<file path="src/rtl/tick_timer_controller_if.sv">
// tick_timer_controller_if: configuration handshake between a command source and the tick timer.
interface tick_timer_controller_if #(
  parameter int DIV_W = 32,
  parameter int CNT_W = 16
);
  logic             cfg_valid;
  logic             cfg_ready;
  logic [DIV_W-1:0] cfg_div;
  logic [CNT_W-1:0] cfg_ticks;
  logic             cfg_periodic;
  logic             cfg_err;
  modport master (output cfg_valid, cfg_div, cfg_ticks, cfg_periodic, input cfg_ready, cfg_err);
  modport slave (input cfg_valid, cfg_div, cfg_ticks, cfg_periodic, output cfg_ready, cfg_err);
endinterface

</file>
<file path="src/rtl/tick_timer_controller.sv">
// tick_timer_controller: sequenced one-shot/periodic tick-enable source with pause, stop and completion pulse.
module tick_timer_controller #(
  parameter int          DIV_W       = 32,
  parameter int          CNT_W       = 16,
  parameter int unsigned DEFAULT_DIV = 5000000
) (
  input  logic                        clock,
  input  logic                        reset_n,
  tick_timer_controller_if.slave      cfg,
  input  logic                        start,
  input  logic                        stop,
  input  logic                        pause,
  output logic                        tick,
  output logic                        done,
  output logic                        busy,
  output logic [CNT_W-1:0]            ticks_left
);
  typedef enum logic {IDLE, RUN} state_t;
  state_t state, state_nx;
  logic [DIV_W-1:0] div_reg, cnt;
  logic [CNT_W-1:0] ticks_reg;
  logic periodic_reg, hs, bad, go, wrap;
  assign hs = cfg.cfg_valid && state == IDLE;
  assign bad = cfg.cfg_div < DIV_W'(2) || cfg.cfg_ticks == '0;
  assign go = state == IDLE && start && !(hs && bad);
  assign wrap = state == RUN && !stop && !pause && cnt == div_reg - 1'b1;
  assign cfg.cfg_ready = state == IDLE;
  assign busy = state == RUN;
  // a one-shot stays in RUN through its final tick cycle so busy drops the cycle after done
  always_comb begin
    state_nx = state;
    state_nx = state == IDLE ? (go ? RUN : IDLE) : ((stop || (done && !periodic_reg)) ? IDLE : RUN);
  end
  always_ff @(posedge clock) begin
    if (!reset_n) begin
      state        <= IDLE;
      div_reg      <= DIV_W'(DEFAULT_DIV);
      ticks_reg    <= CNT_W'(1);
      periodic_reg <= 1'b0;
      cnt          <= '0;
      tick         <= 1'b0;
      done         <= 1'b0;
      cfg.cfg_err  <= 1'b0;
      ticks_left   <= '0;
    end else begin
      state       <= state_nx;
      cfg.cfg_err <= hs && bad;
      tick        <= wrap;
      done        <= wrap && ticks_left == CNT_W'(1);
      if (hs && !bad) begin
        div_reg      <= cfg.cfg_div;
        ticks_reg    <= cfg.cfg_ticks;
        periodic_reg <= cfg.cfg_periodic;
      end
      if (go) begin
        cnt        <= '0;
        ticks_left <= hs ? cfg.cfg_ticks : ticks_reg;
      end else if (state == RUN && state_nx == IDLE) begin
        cnt        <= '0;
        ticks_left <= '0;
      end else if (state == RUN && !pause) begin
        cnt <= wrap ? '0 : cnt + 1'b1;
        if (wrap)
          ticks_left <= ticks_left != CNT_W'(1) ? ticks_left - 1'b1 : (periodic_reg ? ticks_reg : '0);
      end
    end
  end
endmodule

</file>
<file path="src/flat_wrapper.sv">
// flat-port wrapper written by rule: the top's interface ports become plain ports
module tick_timer_controller_flat 
#(
  parameter int          DIV_W       = 32,
  parameter int          CNT_W       = 16,
  parameter int unsigned DEFAULT_DIV = 5000000
)
  (clock, reset_n, start, stop, pause, tick, done, busy, ticks_left, cfg_cfg_valid, cfg_cfg_div, cfg_cfg_ticks, cfg_cfg_periodic, cfg_cfg_ready, cfg_cfg_err);
  tick_timer_controller_if #(.DIV_W(DIV_W), .CNT_W(CNT_W)) cfg_i ();
  input  logic clock;
  input  logic reset_n;
  input  logic start;
  input  logic stop;
  input  logic pause;
  output logic tick;
  output logic done;
  output logic busy;
  output logic [CNT_W-1:0] ticks_left;
  input wire logic [$bits(cfg_i.cfg_valid)-1:0] cfg_cfg_valid;
  input wire logic [$bits(cfg_i.cfg_div)-1:0] cfg_cfg_div;
  input wire logic [$bits(cfg_i.cfg_ticks)-1:0] cfg_cfg_ticks;
  input wire logic [$bits(cfg_i.cfg_periodic)-1:0] cfg_cfg_periodic;
  output wire logic [$bits(cfg_i.cfg_ready)-1:0] cfg_cfg_ready;
  output wire logic [$bits(cfg_i.cfg_err)-1:0] cfg_cfg_err;
  assign cfg_i.cfg_valid = cfg_cfg_valid;
  assign cfg_i.cfg_div = cfg_cfg_div;
  assign cfg_i.cfg_ticks = cfg_cfg_ticks;
  assign cfg_i.cfg_periodic = cfg_cfg_periodic;
  assign cfg_cfg_ready = cfg_i.cfg_ready;
  assign cfg_cfg_err = cfg_i.cfg_err;
  tick_timer_controller #(.DIV_W(DIV_W), .CNT_W(CNT_W), .DEFAULT_DIV(DEFAULT_DIV)) u_core (.clock(clock), .reset_n(reset_n), .cfg(cfg_i), .start(start), .stop(stop), .pause(pause), .tick(tick), .done(done), .busy(busy), .ticks_left(ticks_left));
endmodule
</file>
<file path="config.mk">
export PLATFORM = sky130hd
export DESIGN_NAME = tick_timer_controller_flat
export DESIGN_NICKNAME = d
export VERILOG_FILES = /design/src/rtl/tick_timer_controller_if.sv /design/src/rtl/tick_timer_controller.sv /design/src/flat_wrapper.sv
export SDC_FILE = /design/constraint.sdc
export NUM_CORES = 1
export LEC_CHECK = 0
export BUFFER_PORTS_ARGS = -buffer_cell sky130_fd_sc_hd__buf_2
export CAP_MARGIN = 20
export CELL_PAD_IN_SITES_DETAIL_PLACEMENT = 1
export CELL_PAD_IN_SITES_GLOBAL_PLACEMENT = 2
export CORE_ASPECT_RATIO = 0.8
export CORE_MARGIN = 2
export CORE_UTILIZATION = 36
export CTS_BUF_LIST = sky130_fd_sc_hd__clkbuf_2 sky130_fd_sc_hd__clkbuf_4 sky130_fd_sc_hd__clkbuf_8
export DETAILED_ROUTE_END_ITERATION = 10
export GPL_ROUTABILITY_DRIVEN = 0
export GPL_TIMING_DRIVEN = 0
export PLACE_DENSITY = 0.8
export SLEW_MARGIN = 40
export SYNTH_ARGS = -nofsm -noshare
export SYNTH_HDL_FRONTEND = slang
export SYNTH_SLANG_ARGS = --single-unit
</file>
<file path="constraint.sdc">
create_clock -name clock -period 4.36 [get_ports clock]
set_input_delay 1.09 -clock clock [delete_from_list [all_inputs] [get_ports clock]]
set_output_delay 1.09 -clock clock [all_outputs]
set_load 0.02 [all_outputs]
</file>
## Yosys cells after proc, flatten, opt, wreduce, memory -nomap -nowiden

Cells that the tools add are included.

- Word-level logic and storage cells: 54
- Bits in registers: 101

- Muxes and demuxes: 11
- Reductions and logical operators: 24
- Bitwise gates (word level): 3
- $add $sub $neg: 3
- Eq/ne operators: 3
- $lt $le $gt $ge: 1

Operators with widths:

| cell | number |
|---|---|
| $mux 16 | 7 |
| $add 32x1->32 const B | 1 |
| $eq 32x32->1 | 1 |
| $lt 32x2->1 const B | 1 |
| $mux 32 | 1 |
| $sub 32x1->32 const B | 1 |
| $eq 16x1->1 const B | 1 |
| $logic_not 16->1 | 1 |
| $ne 16x1->1 const B | 1 |
| $sub 16x1->16 const B | 1 |
| $logic_and 1x1->1 | 12 |
| $reduce_bool 3->1 | 2 |
| $logic_not 1->1 | 5 |
| $mux 1 | 3 |
| $not 1->1 | 3 |
| $reduce_or 3->1 | 1 |
| $logic_or 1x1->1 | 2 |
| $reduce_and 2->1 | 1 |

## Logic depth before layout (Yosys ltp)

Gate-level depths: netlist of the first run.

- Depth after elaboration: 11
- Depth in mapped cells: 13
- Gate-level depth less buffers: 10

## Worst setup path after synthesis of the first run

Ideal clock, no wire load.

- Path type: register -> register
- Start: register u_core.div_reg[0]
- End: register u_core.ticks_left[1]
- Required time: 4.290 ns
- Path slack: 0.947 ns
- Arrival: 3.343 ns
- Stages on the path, launching flop included: 14
- Cells stage by stage: dfxtp_1 > inv_1 > ha_1 > nor3b_4 > nand4_4 > a2111oi_4 > nor2b_1 > or4_1 > or4b_1 > buf_2 > or3_1 > buf_2 > buf_6 > a21oi_1

- Longest elaborated chain between the ends: 5

Ends and longest elaborated chain:

| item | RTL line | text |
|---|---|---|
| start: declaration | tick_timer_controller.sv:20 | `logic [DIV_W-1:0] div_reg, cnt;` |
| start signal: assignment | tick_timer_controller.sv:37 | `div_reg <= DIV_W'(DEFAULT_DIV);` |
| start signal: assignment | tick_timer_controller.sv:51 | `div_reg <= cfg.cfg_div;` |
| $sub 32x1->32 | tick_timer_controller.sv:26 | `assign wrap = state == RUN && !stop && !pause && cnt == div_reg - 1'b1;` |
| $eq 32x32->1 | tick_timer_controller.sv:26 |  |
| $logic_and 1x1->1 | tick_timer_controller.sv:26 |  |
| $reduce_bool 3->1 (no line) | n/a |  |
| $reduce_and 2->1 (no line) | n/a |  |
| end signal: assignment | tick_timer_controller.sv:57 | `ticks_left <= hs ? cfg.cfg_ticks : ticks_reg;` |
| end signal: assignment | tick_timer_controller.sv:64 | `ticks_left <= ticks_left != CNT_W'(1) ? ticks_left - 1'b1 : (periodic_reg ? ticks_reg : '0);` |
| end: declaration | tick_timer_controller.sv:16 | `output logic [CNT_W-1:0] ticks_left` |

Every way passes these cells.
A chain may end at the register's enable or synchronous reset.

## Worst setup path in the final report of the first run

- Start: register u_core.div_reg[0]
- End: register u_core.ticks_left[6]

Same word-level chain as after synthesis.

==> impl_results.md, run 1 <==
* Clk root buf: clkbuf_8
* First-pass GRT wire length at 33200 µm
* Status: finished clean
* Grt ovf at 0
* EDFF count, synth at 0
* Max Buffers Root-to-Sink at 2
* Clk_lat worst skew at 0.40 ns
* Synth Register Bits at 101
* Largest net degree at the start of global routing at 18
* Worst-path clk slew at 0.11 ns
* Pleak at 2.77 nW
* Kind of end point of the critical path: flop
* H-tree depth at 3
* Final Skew at 0.0193 ns
* Post-Route WL at 21300 µm
* Setup Crit Path Kind: reg2reg
* Arr. time, crit path at 4.51 ns
* RSZ-0062 raised after global routing: true
* Crit Path Max Fanout at 10
* Tcrit/Tclk final at 0.969
* Max Cap Violations at 0
* Worst-margin pin slew at 0.885 ns
* Drt pass-1 iters at 5
* CP Launch Type: flop
* Count of cell types in the netlist at 62
* Pre-CTS setup slack at -0.226 ns
* Ports at 76
* Core ar. at 16600 µm²
* Share of layout cells above drive strength 1 at 0.156
* Final setup viols at 0
* CTS tree: built
* Die height at 121 µm
* Global route hottest layer: met1
* Synth Net Count at 821
* Maximum vdd drop at 0.161 mV
* Setup ws final at 0.136 ns
* Ys Warns at 0
* Met2 Track Usage GR at 0.336
* Met3 Track Usage GR at 0.0477
* Die area at 18100 µm²
* Final Hold Viols at 0
* Diode count at 0
* Cell Rows at 42
* Post-synthesis instance total at 762
* Antenna viol nets, final at 0
* GRT Util Overall at 0.241
* Post-Route Utilization at 0.424
* Total number of vias at 6050
* Met1 usage at 0.373
* Die W at 150 µm
* Wire per inst at 19.8 µm
* Hold_buf cts at 0
* Sequential area share after synthesis at 0.329
* Commonest non-fill, non-tap cell in the layout: dfxtp_1
* PwrDens at 301 nW/µm²
* Vias in the first global route at 5901
* Finished Layout Cells at 1075
* Synthesized area per cell at 8.07 µm²
* Hold WC Path Type: reg2reg
* Placed cell count at 1057
* Hold WS at 0.536 ns
* CTS Buf Count at 9
* Fmax at 237 MHz
* Fin crit period at 4.22 ns
* Max-slew headroom at 0.410
* Area Growth Syn to Fin at 14.4%
* Synth Flop Type: dfxtp_1
* Nets at 909
* Final HPWL DP at 17000 µm
* Netlist Area Pre-Place at 6150 µm²
* Filler Cell Count at 2080
* Initial core utilization at 0.370
* CP required at 4.64 ns
* Initial DRC count at 366
* Vias/cell at 5.63
* Fraction of registers with async set/reset at 0
* Most frequent cells in the layout: 101 x dfxtp_1, 99 x nor2_1, 82 x buf_2, 69 x nand2_1, 53 x mux2i_1
* Fin. max-slew vios at 0
* IO buf count at 75
* Initial antenna violation count at 1
* DRC Markers at 0
* Clock sinks at 101
area by class of cell:
type                       count  area [µm²]  area share
multi-input combinational    600        3910       0.555
sequential                   101        2020       0.287
timing repair buffer          77         390      0.0555
tap                          220         275      0.0391
buffer                        48         213      0.0302
clock buffer                  10         131      0.0187
inverter                      13        48.8     0.00693
clock inverter                 6        47.5     0.00676
through the flow:
step                      cell area (µm²)  power, W  TNS [ns]
final                                7040   0.00212         0
after global routing                 7040   0.00222    -0.182
after CTS                            6980   0.00213         0
after detailed placement             6800   0.00153     -1.95
after global placement               6800   0.00151    -0.991
after floorplan                      6150   0.00135         0
path summary, 6_finish.rpt:
check / startpoint / end / slack (ns) / depth (start not counted)
worst max-delay path: u_core.div_reg[0] / u_core.ticks_left[6] / 0.14 / 12
worst min-delay path: u_core.ticks_reg[0] / u_core.ticks_reg[0] / 0.54 / 2
worst max register to register: u_core.div_reg[0] / u_core.ticks_left[6] / 0.14 / 12
worst min register to register: u_core.ticks_reg[0] / u_core.ticks_reg[0] / 0.54 / 2
synthesized netlist by cell type, drive strengths merged (2+ instances only):
cell,n,area share
a211o,2,0.0028
a211oi,4,0.0049
a21boi,13,0.016
a21o,2,0.0024
a21oi,28,0.023
a31oi,6,0.0061
and2,4,0.0041
and3,12,0.012
and4,5,0.0071
buf,15,0.014
clkbuf,33,0.020
dfxtp,101,0.33
ha,4,0.0081
inv,13,0.0079
mux2i,53,0.086
nand2,69,0.042
nand2b,3,0.0031
nand3,33,0.027
nand3b,3,0.0037
nand4,17,0.020
nand4b,2,0.0028
nor2,99,0.060
nor2b,5,0.0051
nor3,24,0.023
nor3b,4,0.0067
nor4,24,0.029
nor4b,2,0.0028
o211ai,4,0.0049
o21ai,35,0.028
o21bai,3,0.0037
o22ai,2,0.0020
o311a,2,0.0033
o31a,5,0.0071
o31ai,3,0.0037
o41ai,13,0.019
or2,13,0.013
or3,7,0.0071
or4,6,0.0073
or4b,2,0.0033
xnor2,33,0.047
xor2,42,0.060
power by group:
group	internal [W]	switching [W]	total, W	leakage (nW)
combinational	0.000192	0.000303	0.000495	1.87
clock	0.000218	0.000373	0.000592	0.0790
sequential	0.000965	0.0000639	0.00103	0.826
layer usage:
| layer | part of all wire | up-vias |
|---|---|---|
| li1 | - | 2895 |
| met1 | 0.52 | 2981 |
| met2 | 0.41 | 155 |
| met3 | 0.061 | 19 |
| met4 | 0.012 | 0 |
| met5 | 0 | - |
cell families (layout without fill, tap and decap cells):
group,after synthesis,in the layout,share of synthesized area
adder cells (fa/ha/maj),4,4,0.00814
XOR/XNOR,75,75,0.107
buffers and inverters,61,154,0.0423
multiplexers,53,53,0.0863
flip-flops,101,101,0.329
AO/OA/AOI/OAI,133,133,0.146
AND/OR/NAND/NOR,335,335,0.282
critical path, stage by stage, from the launching register on:
cell and delay, ns:
dfxtp_1 0.41, inv_1 0.09, ha_1 0.31, nor3b_4 0.39, nand4_4 0.22, a2111oi_4 0.37, nor2b_1 0.14, or4_1 0.55
or4b_1 0.52, buf_2 0.20, clkbuf_1 0.28, o41ai_1 0.55, a21oi_1 0.08
repair_timing:
item / in CTS / in global routing
endpoints found under the setup margin: 0 / 38
resized for setup: 0 / 5
setup buffers: 0 / 2
(Power assumes the default switching activity.)
==> run 2, diff against run 1 <==
Settings changed: ABC_CLOCK_PERIOD_IN_PS set to 4360, CELL_PAD_IN_SITES_DETAIL_PLACEMENT 1 to 0.
==> run 2 against run 1 <==
  * Non-clock buffer count up 2
  * Fmax down 0.41%
  * Combinational power down 3%
  * Core utilization up 0.36 points
  * Final cell count up 0.28%
  * Critical path type unchanged
==> impl_results.md, run 2 (same netlist as run 1, synthesis figures left out) <==
* Status: finished clean
* Grt ovf at 0 (unchanged)
* FF-to-FF setup slack at 0.12 ns (-0.02 ns)
* Vias/cell at 5.46 (-3.0%)
* Final Skew at 0.0165 ns (-0.00279 ns)
* Wire per inst at 18.4 µm (-7.5%)
* Met2 Track Usage GR at 0.292 (-0.0445)
* First-pass GRT wire length at 30400 µm (-8.5%)
* Met1 usage at 0.358 (-0.0151)
* Hold WS at 0.540 ns (+0.00422 ns)
* Max Cap Violations at 0 (unchanged)
* Arr. time, crit path at 4.51 ns (about the same)
* Kind of end point of the critical path: flop
* Max Buffers Root-to-Sink at 2 (unchanged)
* Filler Cell Count at 1775 (-15%)
* GRT Util Overall at 0.221 (-0.0194)
* Tcrit/Tclk final at 0.973 (+0.00399)
* Initial DRC count at 454 (+24%)
* RR Startpoint: u_core.div_reg[0]
* Final HPWL DP at 15600 µm (-8.3%)
* PwrDens at 316 nW/µm² (+5.2%)
* Reg2reg end: u_core.ticks_left[2]
* Cell Rows at 42 (unchanged)
* Post-Route WL at 19800 µm (-7.2%)
* Fin Setup TNS at 0 ns (unchanged)
* Area Growth Syn to Fin at 15.4%
* Core ar. at 16600 µm² (unchanged)
* Fin. max-slew vios at 0 (unchanged)
* Most frequent cells in the layout: 101 x dfxtp_1, 99 x nor2_1, 82 x buf_2, 69 x nand2_1, 53 x mux2i_1
* Drt pass-1 iters at 4 (-1)
* H-tree depth at 3 (unchanged)
* Hold depth at 2 (unchanged)
* Hold WC Path Type: reg2reg
* Global route hottest layer: met1
* Finished Layout Cells at 1078 (+0.28%)
* Die W at 150 µm (unchanged)
* Storage cell area at 2020 µm² (unchanged)
* Nets at 911 (+0.22%)
* Worst-path clk slew at 0.11 ns (about the same)
* DRC Markers at 0 (unchanged)
* Reg2reg path depth at 12 (unchanged)
* CTS tree: built
* Initial core utilization at 0.370 (unchanged)
* Total number of vias at 5884 (-2.7%)
* Worst-margin pin slew at 0.752 ns (-0.133 ns)
* Hold_buf cts at 0 (unchanged)
* Initial antenna violation count at 0 (-1)
* Placed cell count at 1057 (unchanged)
* CP Launch Type: flop
* Clock sinks at 101 (unchanged)
* Max-slew headroom at 0.499 (+0.0889)
* CP required at 4.62 ns (-0.02 ns)
* Final Hold Viols at 0 (unchanged)
* Max stage delay on crit path at 0.62 ns (+0.07 ns)
* Fmax at 236 MHz (-0.41%)
* Die height at 121 µm (unchanged)
* Pleak at 2.81 nW (+1.5%)
* Share of layout cells above drive strength 1 at 0.155 (-0.000363)
* Largest net degree at the start of global routing at 17 (-1)
* Multi-input logic area at 3890 µm² (-0.58%)
* Pre-CTS setup slack at -0.149 ns (+0.0772 ns)
* RSZ-0062 raised after global routing: true
* Vias in the first global route at 5273 (-11%)
* IO buf count at 75 (unchanged)
* Met3 Track Usage GR at 0.0451 (-0.00263)
* Setup ws final at 0.119 ns (-0.0174 ns)
* CTS Buf Count at 9 (unchanged)
* Hold path start: u_core.ticks_reg[0]
* Clk root buf: clkbuf_8
* Fin crit period at 4.24 ns (+0.0174 ns)
* Final setup viols at 0 (unchanged)
* Die area at 18100 µm² (unchanged)
* Antenna viol nets, final at 0 (unchanged)
* Critical-path cell list: inv_1, ha_1, nor3b_4, nand4_4, a2111oi_4, nor2b_1, or4_1, or4b_1, buf_2, clkbuf_1, o41ai_1, a21oi_1
* Crit Path Max Fanout at 10 (unchanged)
* Maximum vdd drop at 0.139 mV (-14%)
* Setup Crit Path Kind: reg2reg
* Crit-path slowest cell: o41ai_1
* Commonest non-fill, non-tap cell in the layout: dfxtp_1
* Ports at 76 (unchanged)
* Hold worst-path end: u_core.ticks_reg[0]
* Clk_lat worst skew at 0.39 ns (about the same)
## run 2: cell types whose count changed in the layout (fill, tap and decap cells not counted), sizes merged
cell      delta
buf          +1
bufinv       +3
clkbuf       +1
clkinv       +2
clkinvlp     -3
diode        +1
inv          -2
## run 2: final cells by class
type                    count  area share
multi-input cells         600       0.548
flip-flops and latches    101       0.285
repair buffers             79      0.0571
well taps                 220      0.0388
plain buffers              48      0.0301
clock buffers              10      0.0185
clock inverters             6      0.0157
inverters                  13     0.00688
diodes                      1    0.000353
## run 2: repair_timing
| item | in CTS | in global routing |
|---|---|---|
| gates resized for setup | 0 | 2 |
| endpoints found under the setup margin | 0 | 22 |
| buffers inserted | 0 | 4 |
## run 2: worst max-delay path by stage
| stage | endpoint | slack (ns) | from |
|---|---|---|---|
| global route | u_core.ticks_left[4] | -0.09 | u_core.div_reg[0] |
| detailed placement | u_core.div_reg[8] | -0.15 | cfg_cfg_div[9] |
| CTS | u_core.ticks_left[3] | 0.15 | u_core.div_reg[0] |
| finish | u_core.ticks_left[2] | 0.12 | u_core.div_reg[0] |
| global placement | u_core.div_reg[11] | -0.11 | cfg_cfg_div[9] |
| floorplan | u_core.ticks_left[1] | 0.95 | u_core.div_reg[0] |
## run 2: routing by layer
layer | wire length (µm) | up-vias | share of wire
met1 | 10500 | 2774 | 0.53
met2 | 7670 | 198 | 0.39
met3 | 1450 | 15 | 0.073
met5 | 0 | - | 0
li1 | - | 2897 | -
met4 | 218 | 0 | 0.011
## run 2: per-stage QoR
| step | utilization | total power [W] | area (µm²) |
|---|---|---|---|
| after global placement | 0.409 | 0.00151 | 6800 |
| after detailed placement | 0.410 | 0.00151 | 6800 |
| after floorplan | - | 0.00135 | 6150 |
| after CTS | 0.424 | 0.00226 | 7050 |
| final | 0.427 | 0.00224 | 7100 |
| after global routing | 0.427 | 0.00236 | 7090 |
## run 2: worst max-delay path, delay by kind of cell, from the launching register on
family	cells	cell delay (ns)
fa+ha+maj	1	0.30
flops	1	0.41
compound gates	3	1.06
buf+inv	3	0.56
simple gates	5	1.77
## run 2: power breakdown
part / switching (W) / internal [W] / total (W)
Clock: 0.000351 / 0.000388 / 0.000739
Combinational: 0.000289 / 0.000189 / 0.000478
Sequential: 0.0000619 / 0.000965 / 0.00103
